### src/rtl/one_unit_pkg.sv
// Shared definitions for the one-unit FastICA sequencer.
//   state_t       : sequencer state encoding (IDLE..DONE), ST_W bits
//   ITER_W_DEF    : default iteration counter width
//   MAX_ITER_DEF  : default iteration limit
//   lat_last()    : true on the final cycle of a stage held for 'lat' cycles
package one_unit_pkg;

  localparam int ST_W         = 3;
  localparam int ITER_W_DEF   = 8;
  localparam int MAX_ITER_DEF = 16;

  typedef enum logic [ST_W-1:0] {
    IDLE = 3'd0,
    LOAD = 3'd1,
    MUL1 = 3'd2,
    MUL2 = 3'd3,
    UPD  = 3'd4,
    CHK  = 3'd5,
    DONE = 3'd6
  } state_t;

  // The latency counter starts at 0 on stage entry, so the last cycle of a
  // stage held for 'lat' cycles is cnt == lat-1.
  function automatic logic lat_last(input logic [31:0] cnt, input int lat);
    return (cnt == 32'(lat - 1));
  endfunction

endpackage

### src/rtl/one_unit_mul_seq_if.sv
// Control bundle between the FastICA iteration sequencer and its environment.
//   master : sequencer side (receives start/abort/convergence result,
//            drives stage enables, iteration count and run status)
//   slave  : controller/datapath side (the mirror image)
//   start, abort         : run control
//   conv_valid, conv_flag: convergence checker result
//   busy, done           : run status (done is a 1-cycle pulse)
//   en_load..en_upd      : stage enables, at most one high
//   iter_cnt             : completed iterations
//   converged, timeout   : sticky end-of-run reason
interface one_unit_mul_seq_if #(
  parameter int ITER_W = one_unit_pkg::ITER_W_DEF
);

  logic              start;
  logic              abort;
  logic              conv_valid;
  logic              conv_flag;
  logic              busy;
  logic              en_load;
  logic              en_mul1;
  logic              en_mul2;
  logic              en_upd;
  logic [ITER_W-1:0] iter_cnt;
  logic              done;
  logic              converged;
  logic              timeout;

  modport master (
    input  start, abort, conv_valid, conv_flag,
    output busy, en_load, en_mul1, en_mul2, en_upd,
           iter_cnt, done, converged, timeout
  );

  modport slave (
    output start, abort, conv_valid, conv_flag,
    input  busy, en_load, en_mul1, en_mul2, en_upd,
           iter_cnt, done, converged, timeout
  );

endinterface

### src/rtl/one_unit_mul_seq.sv
// Iteration sequencer for the one-unit FastICA datapath.
// Walks LOAD -> (MUL1 -> MUL2 -> UPD -> CHK)* -> DONE, holding each stage
// enable for its latency, counting completed iterations, and ending the run
// on a convergence flag or on the iteration limit. abort returns to IDLE
// from any state without a done pulse.
//   clk      : clock, all state on posedge
//   rst      : synchronous active-high reset, overrides everything
//   bus      : control bundle (master side), see one_unit_mul_seq_if
// Every output is a flop; nothing on the bus has a combinational path from
// an input.
module one_unit_mul_seq
  import one_unit_pkg::*;
#(
  parameter int ITER_W   = ITER_W_DEF,
  parameter int MAX_ITER = MAX_ITER_DEF,
  parameter int MUL_LAT  = 1,
  parameter int UPD_LAT  = 2,
  parameter int CNT_W    = 4
) (
  input  logic                clk,
  input  logic                rst,
  one_unit_mul_seq_if.master  bus
);

  state_t            state_q;
  logic [CNT_W-1:0]  cnt_q;
  logic [ITER_W-1:0] iter_q;
  logic              busy_q;
  logic              en_load_q;
  logic              en_mul1_q;
  logic              en_mul2_q;
  logic              en_upd_q;
  logic              done_q;
  logic              conv_q;
  logic              tout_q;

  logic mul_last;
  logic upd_last;
  logic iter_at_max;
  logic iter_full;

  assign mul_last    = lat_last(32'(cnt_q), MUL_LAT);
  assign upd_last    = lat_last(32'(cnt_q), UPD_LAT);
  assign iter_at_max = (iter_q == ITER_W'(MAX_ITER));
  assign iter_full   = &iter_q;

  // State, counters and all outputs advance together so each enable is high
  // exactly while the matching state is current.
  always_ff @(posedge clk) begin
    if (rst) begin
      state_q   <= IDLE;
      cnt_q     <= '0;
      iter_q    <= '0;
      busy_q    <= 1'b0;
      en_load_q <= 1'b0;
      en_mul1_q <= 1'b0;
      en_mul2_q <= 1'b0;
      en_upd_q  <= 1'b0;
      done_q    <= 1'b0;
      conv_q    <= 1'b0;
      tout_q    <= 1'b0;
    end else begin
      done_q <= 1'b0;
      if (state_q != IDLE && bus.abort) begin
        // Cancel: enables drop now, iter_cnt and the sticky flags are kept.
        state_q   <= IDLE;
        cnt_q     <= '0;
        busy_q    <= 1'b0;
        en_load_q <= 1'b0;
        en_mul1_q <= 1'b0;
        en_mul2_q <= 1'b0;
        en_upd_q  <= 1'b0;
      end else begin
        unique case (state_q)
          IDLE: begin
            // abort alongside start keeps us idle.
            if (bus.start && !bus.abort) begin
              state_q   <= LOAD;
              busy_q    <= 1'b1;
              en_load_q <= 1'b1;
              iter_q    <= '0;
              conv_q    <= 1'b0;
              tout_q    <= 1'b0;
            end
          end
          LOAD: begin
            state_q   <= MUL1;
            en_load_q <= 1'b0;
            en_mul1_q <= 1'b1;
            cnt_q     <= '0;
          end
          MUL1: begin
            if (mul_last) begin
              state_q   <= MUL2;
              en_mul1_q <= 1'b0;
              en_mul2_q <= 1'b1;
              cnt_q     <= '0;
            end else begin
              cnt_q <= cnt_q + CNT_W'(1);
            end
          end
          MUL2: begin
            if (mul_last) begin
              state_q   <= UPD;
              en_mul2_q <= 1'b0;
              en_upd_q  <= 1'b1;
              cnt_q     <= '0;
            end else begin
              cnt_q <= cnt_q + CNT_W'(1);
            end
          end
          UPD: begin
            if (upd_last) begin
              state_q  <= CHK;
              en_upd_q <= 1'b0;
              cnt_q    <= '0;
              // Saturate rather than wrap.
              if (!iter_full) iter_q <= iter_q + ITER_W'(1);
            end else begin
              cnt_q <= cnt_q + CNT_W'(1);
            end
          end
          CHK: begin
            // Convergence outranks the iteration limit.
            if (bus.conv_valid) begin
              if (bus.conv_flag) begin
                state_q <= DONE;
                done_q  <= 1'b1;
                conv_q  <= 1'b1;
              end else if (iter_at_max) begin
                state_q <= DONE;
                done_q  <= 1'b1;
                tout_q  <= 1'b1;
              end else begin
                // Next iteration re-enters MUL1; LOAD is not repeated.
                state_q   <= MUL1;
                en_mul1_q <= 1'b1;
                cnt_q     <= '0;
              end
            end
          end
          DONE: begin
            state_q <= IDLE;
            busy_q  <= 1'b0;
          end
          default: begin
            state_q   <= IDLE;
            cnt_q     <= '0;
            busy_q    <= 1'b0;
            en_load_q <= 1'b0;
            en_mul1_q <= 1'b0;
            en_mul2_q <= 1'b0;
            en_upd_q  <= 1'b0;
          end
        endcase
      end
    end
  end

  assign bus.busy      = busy_q;
  assign bus.en_load   = en_load_q;
  assign bus.en_mul1   = en_mul1_q;
  assign bus.en_mul2   = en_mul2_q;
  assign bus.en_upd    = en_upd_q;
  assign bus.iter_cnt  = iter_q;
  assign bus.done      = done_q;
  assign bus.converged = conv_q;
  assign bus.timeout   = tout_q;

endmodule

### src/flat_wrapper.sv
// flat-port wrapper written by rule: the top's interface ports become plain ports
module one_unit_mul_seq_flat import one_unit_pkg::*;
#(
  parameter int ITER_W   = ITER_W_DEF,
  parameter int MAX_ITER = MAX_ITER_DEF,
  parameter int MUL_LAT  = 1,
  parameter int UPD_LAT  = 2,
  parameter int CNT_W    = 4
)
  (clk, rst, bus_start, bus_abort, bus_conv_valid, bus_conv_flag, bus_busy, bus_en_load, bus_en_mul1, bus_en_mul2, bus_en_upd, bus_iter_cnt, bus_done, bus_converged, bus_timeout);
  one_unit_mul_seq_if #(.ITER_W(ITER_W)) bus_i ();
  input  logic clk;
  input  logic rst;
  input wire logic [$bits(bus_i.start)-1:0] bus_start;
  input wire logic [$bits(bus_i.abort)-1:0] bus_abort;
  input wire logic [$bits(bus_i.conv_valid)-1:0] bus_conv_valid;
  input wire logic [$bits(bus_i.conv_flag)-1:0] bus_conv_flag;
  output wire logic [$bits(bus_i.busy)-1:0] bus_busy;
  output wire logic [$bits(bus_i.en_load)-1:0] bus_en_load;
  output wire logic [$bits(bus_i.en_mul1)-1:0] bus_en_mul1;
  output wire logic [$bits(bus_i.en_mul2)-1:0] bus_en_mul2;
  output wire logic [$bits(bus_i.en_upd)-1:0] bus_en_upd;
  output wire logic [$bits(bus_i.iter_cnt)-1:0] bus_iter_cnt;
  output wire logic [$bits(bus_i.done)-1:0] bus_done;
  output wire logic [$bits(bus_i.converged)-1:0] bus_converged;
  output wire logic [$bits(bus_i.timeout)-1:0] bus_timeout;
  assign bus_i.start = bus_start;
  assign bus_i.abort = bus_abort;
  assign bus_i.conv_valid = bus_conv_valid;
  assign bus_i.conv_flag = bus_conv_flag;
  assign bus_busy = bus_i.busy;
  assign bus_en_load = bus_i.en_load;
  assign bus_en_mul1 = bus_i.en_mul1;
  assign bus_en_mul2 = bus_i.en_mul2;
  assign bus_en_upd = bus_i.en_upd;
  assign bus_iter_cnt = bus_i.iter_cnt;
  assign bus_done = bus_i.done;
  assign bus_converged = bus_i.converged;
  assign bus_timeout = bus_i.timeout;
  one_unit_mul_seq #(.ITER_W(ITER_W), .MAX_ITER(MAX_ITER), .MUL_LAT(MUL_LAT), .UPD_LAT(UPD_LAT), .CNT_W(CNT_W)) u_core (.clk(clk), .rst(rst), .bus(bus_i));
endmodule
### config.mk
export PLATFORM = sky130hd
export DESIGN_NAME = one_unit_mul_seq_flat
export DESIGN_NICKNAME = d
export VERILOG_FILES = /design/src/rtl/one_unit_pkg.sv /design/src/rtl/one_unit_mul_seq_if.sv /design/src/rtl/one_unit_mul_seq.sv /design/src/flat_wrapper.sv
export SDC_FILE = /design/constraint.sdc
export NUM_CORES = 1
export LEC_CHECK = 0
export BUFFER_PORTS_ARGS = -buffer_cell sky130_fd_sc_hd__buf_2
export CORE_MARGIN = 3
export CORE_UTILIZATION = 50
export DETAILED_ROUTE_END_ITERATION = 16
export GPL_TIMING_DRIVEN = 0
export PLACE_DENSITY = 0.73
export RECOVER_POWER = 100
export SLEW_MARGIN = 15
export SYNTH_ARGS = -nofsm -noshare
export SYNTH_HDL_FRONTEND = slang
export SYNTH_SLANG_ARGS = --single-unit
### constraint.sdc
create_clock -name clk -period 3.9 [get_ports clk]
set_input_delay 0.78 -clock clk [delete_from_list [all_inputs] [get_ports clk]]
set_output_delay 0.78 -clock clk [all_outputs]
set_load 0.1 [all_outputs]
==> results.py <==
metrics = {
    "status": {
        "status": "complete, no violations",
    },
    "worst_setup_path": {
        "crit_fanout": 9,
        "crit_type": "reg -> reg",
        "cp-start-kind": "register",
        "rrSetupSlack_ns": 1.44,
        "cp.depth": 7,
        "crit_end": "u_core.cnt_q[3]$_SDFFE_PP0P_",
        "r2r_start": "u_core.bus.iter_cnt[0]$_SDFFE_PP0P_",
        "r2r_cells": 7,
        "worst_path_most_repeated_cell": "a21oi_1",
        "path_cells": "inv_1 > ha_1 > and4bb_4 > a21oi_1 > o221ai_1 > or4_1 > a21oi_1",
        "end_kind": "register",
        "cp_num_buf_inv": 1,
        "timing.rr.end": "u_core.cnt_q[3]$_SDFFE_PP0P_",
        "required_ns": 4.15,
        "max_stage_delay_ns": 0.60,
        "cp_data_arrival_time_ns": 2.71,
        "cpMaxStageDelayCell": "or4_1",
        "cpLargestDelayFamily": "compound AO/OA/AOI/OAI gates",
        "worstSetupStartpoint": "u_core.bus.iter_cnt[0]$_SDFFE_PP0P_",
    },
    "layout": {
        "layout_commonest_cell": "clkbuf_1",
        "layout_common_cells": "clkbuf_1, dfxtp_1, nor2_1",
        "drive_gt1_share_pct": 5.64,
        "area_growth_pct": 7.68,
        "finalNetCount": 210,
        "insertedDiodeCount": 0,
    },
    "global_route": {
        "antenna_found_initial": 0,
        "use_met3_pct": 2.83,
        "grt_busiest_layer": "met2",
        "grt_first_pass_wirelength_mm": 5.62,
        "track_usage_pct": 20.2,
        "grtUsageMet1_pct": 27.4,
        "grt_max_degree": 13,
        "grtUsageMet2_pct": 32.9,
        "grt_pass1_vias": 1285,
        "grt.overflow.total": 0,
    },
    "floorplanning": {
        "start_util_pct": 54.7,
        "die_h_um": 59.2,
        "rows": 18,
        "chipWidth_um": 59.2,
        "core_sq_um": 2590,
        "io_pins": 22,
        "die_area_sq_um": 3510,
    },
    "clocking": {
        "clock_sinks": 23,
        "path_clk_slew_ns": 0.13,
        "htree_levels": 1,
        "cts_root_buf": "clkbuf_4",
        "cts.path.max_buffers": 2,
        "ctsResizeCount": 0,
        "clock_latency_ns": 0.30,
        "cts_setup_buffers": 0,
        "hold_buffers": 0,
        "cts_buffers": 3,
        "tritoncts": "built",
    },
    "synth": {
        "ys_seq_area_share_pct": 32.5,
        "ys_warn_count": 0,
        "yosysTopAreaCell": "dfxtp_1",
        "synth_top_area_share_pct": 32.5,
        "postSynthAreaPerCell_sq_um": 8.29,
        "yosysUniqueCellTypes": 45,
        "syn_inst": 171,
        "synth_area_leaders": "dfxtp_1, ha_1, a21oi_1",
        "synth.cell_area_sq_um": 1420,
        "synth_nets": 185,
        "ys_ff_latch": 23,
    },
    "placed_design": {
        "place_ws_ns": 1.66,
        "dp_hpwl_mm": 2.43,
        "io_buffers": 20,
        "finalWeightedCongestion": 0.852,
    },
    "detailed_routing": {
        "drt-total-wl_mm": 3.20,
        "drtAntennaViolNets": 0,
        "avgRoutedWirePerCell_um": 14.2,
        "firstDrtPassIters": 4,
        "num_vias": 1358,
        "vias_per_cell": 6.04,
        "drt_iter0_markers": 77,
        "post-route-drc-count": 0,
    },
    "timing": {
        "setup_viol": 0,
        "period_needed_ns": 2.46,
        "fmax_mhz": 406,
        "worst_pin_slew_ns": 1.17,
        "slew_violations": 0,
        "slew_headroom_pct": 22.2,
        "skew_ns": 0.00584,
        "tns_ns": 0,
        "finalHoldViolCount": 0,
        "setup_slack_ns": 1.44,
        "rsz0062_at_grt": "no",
        "finalCritPeriodShare_pct": 63.2,
    },
    "pwr": {
        "p_per_area_nw_per_um2": 531,
        "p_leak_nw": 0.522,
        "ir_drop_v": 0.000499,
    },
    "job": {
        "max_cap_viol_count": 0,
    },
    "min_path": {
        "hold_path_class": "reg -> reg",
    },
}
[area by class of cell]
| cell class | instances | area [sq um] |
|---|---|---|
| plain buffers | 7 | 26.3 |
| multi-input cells | 135 | 873 |
| flip-flops and latches | 23 | 460 |
| inverters | 6 | 22.5 |
| repair buffers | 20 | 80.1 |
| well taps | 30 | 37.5 |
| clock buffers | 4 | 26.3 |
| fillers | 241 | 1060 |
[layer usage]
layer,wire length [um],up-vias
met3,139,4
met1,1510,629
met2,1510,38
li1,-,687
met5,0,-
met4,37,0
[worst register-to-register path: stages, from the launching register on]
cell      delay (ns)
dfxtp_1         0.47
inv_1           0.07
ha_1            0.21
and4bb_4        0.20
a21oi_1         0.30
o221ai_1        0.41
or4_1           0.60
a21oi_1         0.14
[synthesized netlist by cell type, drive strengths merged]
cell and number:
a31oi 1, or3b 3, nand4bb 1, buf 1
or3 2, nand3b 3, or2 4, ha 8
mux2i 2, a211oi 6, a41oi 1, o211ai 1
nor3 7, a22oi 1, nor4 3, or4 1
and4bb 1, and2 2, nand2 9, or4b 1
nand2b 3, nand4 1, o31ai 5, nand3 7
and3 2, dfxtp 23, o21ai 15, a21oi 13
nor3b 2, a31o 2, inv 6, o221ai 1
nor2b 4, nand4b 1, o21a 5, o41ai 2
clkbuf 6, nor2 14, o32ai 1
[worst min-delay path by stage]
| stage | end | slack, ns | from | cells past startpoint |
|---|---|---|---|---|
| global route | u_core.bus.en_mul1$_SDFFE_PP0P_ | 0.51 | u_core.bus.en_mul1$_SDFFE_PP0P_ | 2 |
| floorplan | u_core.cnt_q[3]$_SDFFE_PP0P_ | 0.49 | u_core.cnt_q[3]$_SDFFE_PP0P_ | 2 |
| finish | u_core.bus.en_mul1$_SDFFE_PP0P_ | 0.47 | u_core.bus.en_mul1$_SDFFE_PP0P_ | 2 |
| CTS | u_core.bus.en_mul1$_SDFFE_PP0P_ | 0.48 | u_core.bus.en_mul1$_SDFFE_PP0P_ | 2 |
| detailed placement | u_core.bus.en_load$_SDFFE_PP0P_ | 0.46 | u_core.bus.en_load$_SDFFE_PP0P_ | 1 |
| global placement | u_core.bus.en_mul1$_SDFFE_PP0P_ | 0.44 | u_core.bus.en_mul1$_SDFFE_PP0P_ | 2 |
[stage by stage]
step / instance area, sq um / hold slack, ns / util [%] / total power, mW / instances
2_1_floorplan: 1420 / 0.490 / - / 0.646 / 171
3_3_place_gp: 1560 / 0.444 / 60.0 / 0.720 / 221
3_5_place_dp: 1560 / 0.457 / 60.0 / 0.724 / 221
4_1_cts: 1580 / 0.475 / 61.1 / 0.838 / 225
5_1_grt: 1530 / 0.510 / 58.9 / 0.865 / 225
6_report: 1530 / 0.474 / 58.9 / 0.811 / 225
[kinds of logic after synthesis]
kind of cell / after synthesis / synth area share, %
AOI/OAI and AO/OA: 54 / 26.6
adders and majority gates: 8 / 7.06
buffers and inverters: 13 / 3.53
DFF: 23 / 32.5
muxes: 2 / 1.41
and+or+nand+nor: 71 / 29.0
[flip-flops by register name, summed over array words and instances, names as in the netlist]
register / flops
u_core.bus.busy: 1
u_core.bus.converged: 1
u_core.bus.done: 1
u_core.bus.en_load: 1
u_core.bus.en_mul1: 1
u_core.bus.en_mul2: 1
u_core.bus.en_upd: 1
u_core.bus.iter_cnt: 8
u_core.bus.timeout: 1
u_core.cnt_q: 4
u_core.state_q: 3
[power by group]
part           total (mW)  internal, mW  switching [mW]
combinational       0.407         0.118           0.289
sequential          0.293         0.265          0.0281
clock               0.111        0.0398          0.0713
(Power assumes the default switching activity.)
